==> config.mk <==
export PLATFORM = sky130hd
export DESIGN_NAME = nios2_c_avmm_read_timer
export DESIGN_NICKNAME = d
export VERILOG_FILES = /design/src/rtl/nios2_c_avmm_read_timer.sv
export SDC_FILE = /design/constraint.sdc
export NUM_CORES = 1
export LEC_CHECK = 0
export CAP_MARGIN = 20
export CORE_AREA = 3 3 49 84
export DETAILED_ROUTE_END_ITERATION = 10
export DIE_AREA = 0 0 52 87
export HOLD_SLACK_MARGIN = 0.12
export PLACE_DENSITY = 0.6
export REMOVE_ABC_BUFFERS = 1
export SLEW_MARGIN = 20
export SYNTH_ARGS = -nofsm -noshare
export SYNTH_HDL_FRONTEND = slang
export SYNTH_SLANG_ARGS = --single-unit
==> constraint.sdc <==
create_clock -name clock -period 6.4 [get_ports clock]
set_input_delay 1.6 -clock clock [delete_from_list [all_inputs] [get_ports clock]]
set_output_delay 1.6 -clock clock [all_outputs]
set_load 0.005 [all_outputs]
==> src/rtl/nios2_c_avmm_read_timer.sv <==
// rtl/nios2_c_avmm_read_timer.sv - stall/latency cycle counter with clear and expire
module nios2_c_avmm_read_timer #(
  parameter int W = 16
) (
  input  logic         clock,
  input  logic         reset_n,
  input  logic         clear,
  input  logic         inc,
  input  logic [W-1:0] limit,
  output logic         expire
);
  logic [W-1:0] cnt;

  // Expire fires on the counting cycle that would bring the count to limit.
  assign expire = inc && (({1'b0, cnt} + {{W{1'b0}}, 1'b1}) == {1'b0, limit});

  always_ff @(posedge clock or negedge reset_n) begin
    if (!reset_n) begin
      cnt <= '0;
    end else if (clear) begin
      cnt <= '0;
    end else if (inc) begin
      cnt <= cnt + 1'b1;
    end
  end
endmodule

; ---- Word-level counts from Yosys, hierarchy flattened
; Cells that the tools add are included.
[word_totals]
regBits = 16
out_inout_bits = 1
wordCells = 8
inputBits = 20
[classes]
reduce_logical = 2
eq_ne = 1
muxes = 2
add_sub_neg = 2
[ops]
columns = cell, count
row1 = 16-bit 2-to-1 mux, 2
row2 = 16-bit by 1-bit adder with 17-bit output (second input constant), 1
row3 = 17-bit by 16-bit equality test with 1-bit output, 1
row4 = 16-bit by 1-bit adder with 16-bit output (second input constant), 1
row5 = 2-bit nonzero test, 1
row6 = 1-bit logical AND, 1

; ---- Depth between registers and ports, before layout
; Gate-level depths: netlist of the first run.
[depth]
word_depth = 3
mapped_depth = 7
mapped_depth_nobuf = 6

; ---- Worst setup path after synthesis of the first run
; Ideal clock, no wire load.
[synth_timing]
kind = input port to output port
startpoint = input port limit[5]
endpoint = output port expire
slack_ns = 1.988
stages = 5
t_arrival_ns = 2.812
n_path_buf = 0
cell_sequence = nand2b_1 a2111o_1 a2111oi_0 nand4_1 nor4b_2
[synth_via]
elab_chain_len = 2
[synth_rtl]
columns = element, line
row1 = start: declaration, 9  ; input logic [W-1:0] limit,
row2 = 17-bit by 16-bit equality test with 1-bit output, 15  ; assign expire = inc && (({1'b0, cnt} + {{W{1'b0}}, 1'b1}) == {1'b0, limit});
row3 = 1-bit logical AND, 15
row4 = end: declaration, 10  ; output logic expire
; Every way passes these cells.

; ---- Worst setup path after layout of the first run
[layout_timing]
startpoint = input port limit[7]
endpoint = output port expire
; Same word-level chain as after synthesis.

==> out/qor.txt, run 1 <==
M2 GR Usage - 28.2%
Worst hold-check path type - flip-flop to flip-flop
Synth cell types - 43
Routability Congestion - 0.935
Post-route setup TNS - 0 ns
Post-synthesis register bit count - 16
Avg Cell Area, Syn - 8.60 µm²
Commonest non-fill, non-tap cell in the layout - clkdlybuf4s50_1
Core ar. - 3470 µm²
Seq/Total Area, Yosys - 29.5%
Max FFs per register - 16
Final instance area - 1590 µm²
Worst Path Arrival - 4.00 ns
Largest net degree at the start of global routing - 17
Nets - 194
CTS Hold Bufs - 0
Average wire per standard cell - 15.1 µm
First-pass GRT wire length - 5450 µm
FFs w/ async S/R, synth - 100%
IO Count - 21
Clock slew at reported path FFs - 0.07 ns
Largest regs - cnt (16)
End of the critical path - expire
Met3 global-route usage - 2.40%
FP Rows - 28
Cell area power density - 147 nW/µm²
Post-DP HPWL - 2570 µm
Crit path time final - 5.60 ns
Die height - 87 µm
Area contributors post-synth - dfrtp_1, xnor2_1, xor2_1, nor2_1, nand3_1
Reg2reg start - cnt[0]
Slew @ Worst Pin - 0.763 ns
Vias per cell - 5.67
Startpoint Class - input port
Pre-CTS setup slack - 0.785 ns
Tot GR Track Use - 15.7%
Clk_skew - 0.00615 ns
Clk buf depth - 2
Worst setup margin - 0.802 ns
Max-cap viol count - 0
Area leader, netlist - dfrtp_1
Initial Util - 39.2%
Die area - 4520 µm²
Synthesis-to-layout area growth - 16.8%
First-pass iteration count of the detailed router - 4
Flop-to-flop setup slack - 4.68 ns
Final period util - 87.5%
I/O Buffers - 20
CTS Buf Count - 3
Reg2reg end - cnt[10]
TritonCTS clock tree - yes
DRT antenna net count - 0
Horiz. Die Dim - 52 µm
Via count - 1230
RSZ-0062 raised after global routing - false
Cell count after synthesis - 158
Met1 global-route usage - 18.1%
Cell Area, Synth - 1360 µm²
Slew margin rel. - 49.0%
R2r worst-path depth - 6
Crit end category - output port
Multi-input logic area - 845 µm²
P_leak - 0.594 nW
Status - finished, final reports clean
Maximum clock rate - 179 MHz
DRC viols - 0
Fillers - 353
Clk Latency, worst-skew pair - 0.25 ns
Area after DPL - 1530 µm²
Post-CTS setup buffers - 0
Sinks on Clock Net - 16
Hold Path Stages - 2
Crit Path Max Fanout - 5
Fin. max-slew vios - 0
Number of gates resized after cts - 0
Maximum VDD drop - 0.120 mV
Grt total ovfl - 0
Final hold vios - 0
Number of global-route vias before repair - 1185
N_diodes - 0
Setup Crit Path Kind - input port to output port
Root buf cell - clkbuf_8
Post-synth top area share - 29.5%
GR peak layer - met2
Final setup vio count - 0
Crit path required time - 4.80 ns
Biggest register - cnt
Top_reg_cell synth - dfrtp_1
Initial DRC Count - 36
Layout cells sized above 1 - 5.81%
Drt total wl - 3280 µm
Number of flops mapped to enable cells by yosys - 0
Commonest non-fill, non-tap cells in the layout - clkdlybuf4s50_1, xnor2_1, nor2_1
Initial antenna violation count - 0
Crit path launch - limit[7]
Yosys synthesis warning count - 0
H-tree Lvls - 1
Seq. cell area - 400 µm²
[metal layers]
metal  routed length [µm]  vias to the layer above
met5                    0                        -
met4                   89                        0
met3                  116                       12
met2                 1730                       34
met1                 1350                      592
li1                     -                      592
[worst max-delay path, stage by stage]
cell and delay, ns:
clkdlybuf4s50_1 0.49, nor2b_1 0.17, a2111o_1 0.36, a2111oi_0 0.42, nand4_1 0.17, nor4b_2 0.25, clkdlybuf4s50_1 0.54
[metrics by stage]
stage / power (mW) / instances / hold WS [ns] / utilization [%]
floorplan: 0.122 / 147 / 0.541 / -
global placement: 0.143 / 213 / 0.568 / 44.2
detailed placement: 0.144 / 213 / 0.583 / 44.2
CTS: 0.237 / 217 / 0.607 / 45.7
global route: 0.244 / 217 / 0.646 / 45.7
finish: 0.233 / 217 / 0.601 / 45.7
[worst min path at each step]
| stage | startpoint | slack, ns | to |
|---|---|---|---|
| after CTS | cnt[1] | 0.61 | cnt[1] |
| after floorplan | cnt[14] | 0.54 | cnt[14] |
| after global routing | cnt[14] | 0.65 | cnt[14] |
| after global placement | cnt[14] | 0.57 | cnt[14] |
| after detailed placement | cnt[1] | 0.58 | cnt[1] |
| final | cnt[1] | 0.60 | cnt[1] |
[Yosys cell counts, types with 2 or more instances]
master and instances:
nor2_1 19, nand4_1 7, xnor2_1 19, buf_4 2, nor3_1 4, clkbuf_8 2, buf_6 3, a31oi_1 2
xor2_1 12, and3_1 5, dfrtp_1 16, a21oi_1 4, nor4_1 3, o21ai_0 4, nand3_1 9, nand2_1 10
clkbuf_1 4, or3_1 2, inv_1 6, o211ai_1 2
[where the power goes]
part / leakage (nW) / switching [mW] / internal [mW]
sequential: 0.222 / 0.00208 / 0.102
combinational: 0.343 / 0.0166 / 0.0204
clock: 0.0288 / 0.0372 / 0.0546
total: 0.594 / 0.0559 / 0.177
[area by class of cell]
| cell class | instances | area share (%) |
|---|---|---|
| multi-input cells | 125 | 53.2 |
| flip-flops and latches | 16 | 25.2 |
| repair buffers | 21 | 13.1 |
| inverters | 6 | 1.42 |
| well taps | 45 | 3.55 |
| clock buffers | 4 | 3.47 |
[cells by family after synthesis]
group,synth area share [%]
AOI/OAI and AO/OA,12.3
xor gates and xnor gates,21.6
adders and majority gates,0.921
buffers and inverters,8.38
DFF,29.5
muxes,0.737
and+or+nand+nor,26.5
No activity file was read; power rests on OpenSTA's default activity.
==> run 2: changes to the inputs <==
==> constraint.sdc (replaced) <==
create_clock -name clock -period 5.51 [get_ports clock]
set_input_delay 1.3775 -clock clock [delete_from_list [all_inputs] [get_ports clock]]
set_output_delay 1.3775 -clock clock [all_outputs]
set_load 0.005 [all_outputs]
==> run 2 against run 1 <==
Sequential share of layout area is the same. Combinational power grew 15%. First-iteration DRC count grew 8.3%. Non-clock buffer count is the same. Routed wire length shrank 0.46%. Power grew 16%. Register-to-register slack lost 0.92 ns. Worst setup slack lost 0.40 ns. Critical path type unchanged. Via count shrank 2.8%. Clock-buffer cell count is the same.
==> out/qor.txt, run 2 (synthesized netlist as in run 1, its figures left out) <==
Initial DRC Count - 39 (+8.3%)
Nets - 194 (unchanged)
Average wire per standard cell - 15.1 µm (-0.46%)
Placed insts - 213 (unchanged)
Via count - 1196 (-2.8%)
Clk_skew - 0.00158 ns (-0.00458 ns)
Post-CTS setup buffers - 0 (unchanged)
Seq. cell area - 400 µm² (unchanged)
WHS - 0.599 ns (-0.00233 ns)
Multi-input logic area - 845 µm² (unchanged)
Reg2reg start - cnt[0]
Reg2reg end - cnt[10]
Vias per cell - 5.51 (-2.8%)
Die height - 87 µm (unchanged)
Hold_sp - cnt[1]
Layout cells sized above 1 - 5.81% (unchanged)
Maximum VDD drop - 0.114 mV (-5.5%)
R2r worst-path depth - 6 (unchanged)
Final setup vio count - 0 (unchanged)
Die area - 4520 µm² (unchanged)
Slew @ Worst Pin - 0.735 ns (-0.0275 ns)
Max FFs per register - 16 (unchanged)
Fillers - 350 (-0.85%)
N_diodes - 0 (unchanged)
Clk buf depth - 2 (unchanged)
Core ar. - 3470 µm² (unchanged)
Startpoint Class - input port
Drt total wl - 3270 µm (-0.46%)
Status - finished, final reports clean
Hold Path Stages - 2 (unchanged)
Fin. max-slew vios - 0 (unchanged)
Initial Util - 39.2% (unchanged)
GR peak layer - met2
FP Rows - 28 (unchanged)
Largest net degree at the start of global routing - 17 (unchanged)
First-pass iteration count of the detailed router - 4 (unchanged)
Commonest non-fill, non-tap cell in the layout - clkdlybuf4s50_1
Hold Crit Endpoint - cnt[1]
Routability Congestion - 0.874 (-6.5%)
Crit end category - output port
CTS Buf Count - 3 (unchanged)
Initial antenna violation count - 0 (unchanged)
Sinks on Clock Net - 16 (unchanged)
DRT antenna net count - 0 (unchanged)
Number of gates resized after cts - 0 (unchanged)
Met3 global-route usage - 1.72% (-0.69 points)
Worst hold-check path type - flip-flop to flip-flop
Core Util, Final - 45.7% (unchanged)
I/O Buffers - 20 (unchanged)
RSZ-0062 raised after global routing - false
Crit Path Max Fanout - 3 (-2)
Tot GR Track Use - 16.1% (+0.42 points)
Synthesis-to-layout area growth - 16.8% (unchanged)
Biggest register - cnt
Maximum clock rate - 196 MHz
Cell area power density - 171 nW/µm² (+16%)
Met1 global-route usage - 17.8% (-0.32 points)
Crit path required time - 4.13 ns (-0.67 ns)
Root buf cell - clkbuf_8
Setup Crit Path Kind - input port to output port
Final std cells w/o fill - 217 (unchanged)
Worst Path Arrival - 3.74 ns (-0.26 ns)
Post-route setup TNS - 0 ns (unchanged)
Clock slew at reported path FFs - 0.06 ns (about the same)
Flop-to-flop setup slack - 3.76 ns (-0.92 ns)
H-tree Lvls - 1 (unchanged)
Slew margin rel. - 50.8% (+1.8 points)
Number of global-route vias before repair - 1214 (+2.4%)
P_leak - 0.594 nW (unchanged)
First-pass GRT wire length - 5520 µm (+1.3%)
Max-cap viol count - 0 (unchanged)
IO Count - 21 (unchanged)
Clk Latency, worst-skew pair - 0.25 ns (about the same)
Crit path time final - 5.11 ns
Final period util - 92.8%
DRC viols - 0 (unchanged)
Post-DP HPWL - 2610 µm (+1.3%)
Horiz. Die Dim - 52 µm (unchanged)
TritonCTS clock tree - yes
M2 GR Usage - 29.7% (+1.5 points)
CTS Hold Bufs - 0 (unchanged)
Grt total ovfl - 0 (unchanged)
Final hold vios - 0 (unchanged)
Largest regs - cnt (16)
Commonest non-fill, non-tap cells in the layout - clkdlybuf4s50_1, xnor2_1, nor2_1
run 2: cell counts in the layout (fill, tap and decap cells not counted):
Identical to the previous run, type by type.
run 2: final cells by class:
cell class | count | share of cell area, %
Multi-Input combinational cell | 125 | 53.2
Sequential cell | 16 | 25.2
Timing Repair Buffer | 21 | 13.1
Tap cell | 45 | 3.55
Clock buffer | 4 | 3.47
Inverter | 6 | 1.42
run 2: where the power goes:
| group | internal, mW | switching (mW) |
|---|---|---|
| logic | 0.0237 | 0.0188 |
| registers | 0.119 | 0.00247 |
| clock network | 0.0635 | 0.0438 |
| total | 0.206 | 0.0651 |
run 2: worst max-delay path by stage:
stage | startpoint | endpoint | slack, ns
after floorplan | limit[5] | expire | 1.54
after global placement | limit[5] | expire | 0.40
after detailed placement | limit[7] | expire | 0.39
after CTS | limit[5] | expire | 0.39
after global routing | limit[5] | expire | 0.19
final | limit[5] | expire | 0.40
run 2: layer usage:
layer  vias up  wire length (µm)
li1        588                 -
met1       567              1290
met2        34              1800
met3         7               105
met4         0                69
met5         -                 0
run 2: through the flow:
step	worst slack, ns	power (mW)	cell area, µm²
after global routing	0.195	0.286	1590
after detailed placement	0.392	0.167	1530
after CTS	0.387	0.275	1590
after floorplan	1.54	0.141	1270
final	0.397	0.271	1590
after global placement	0.399	0.166	1530
run 2: worst max-delay path, stage by stage:
cell	delay, ns
clkdlybuf4s50_1	0.46
nand2b_1	0.17
a2111o_1	0.41
a2111oi_0	0.38
nand4_1	0.17
nor4b_2	0.23
clkdlybuf4s50_1	0.53
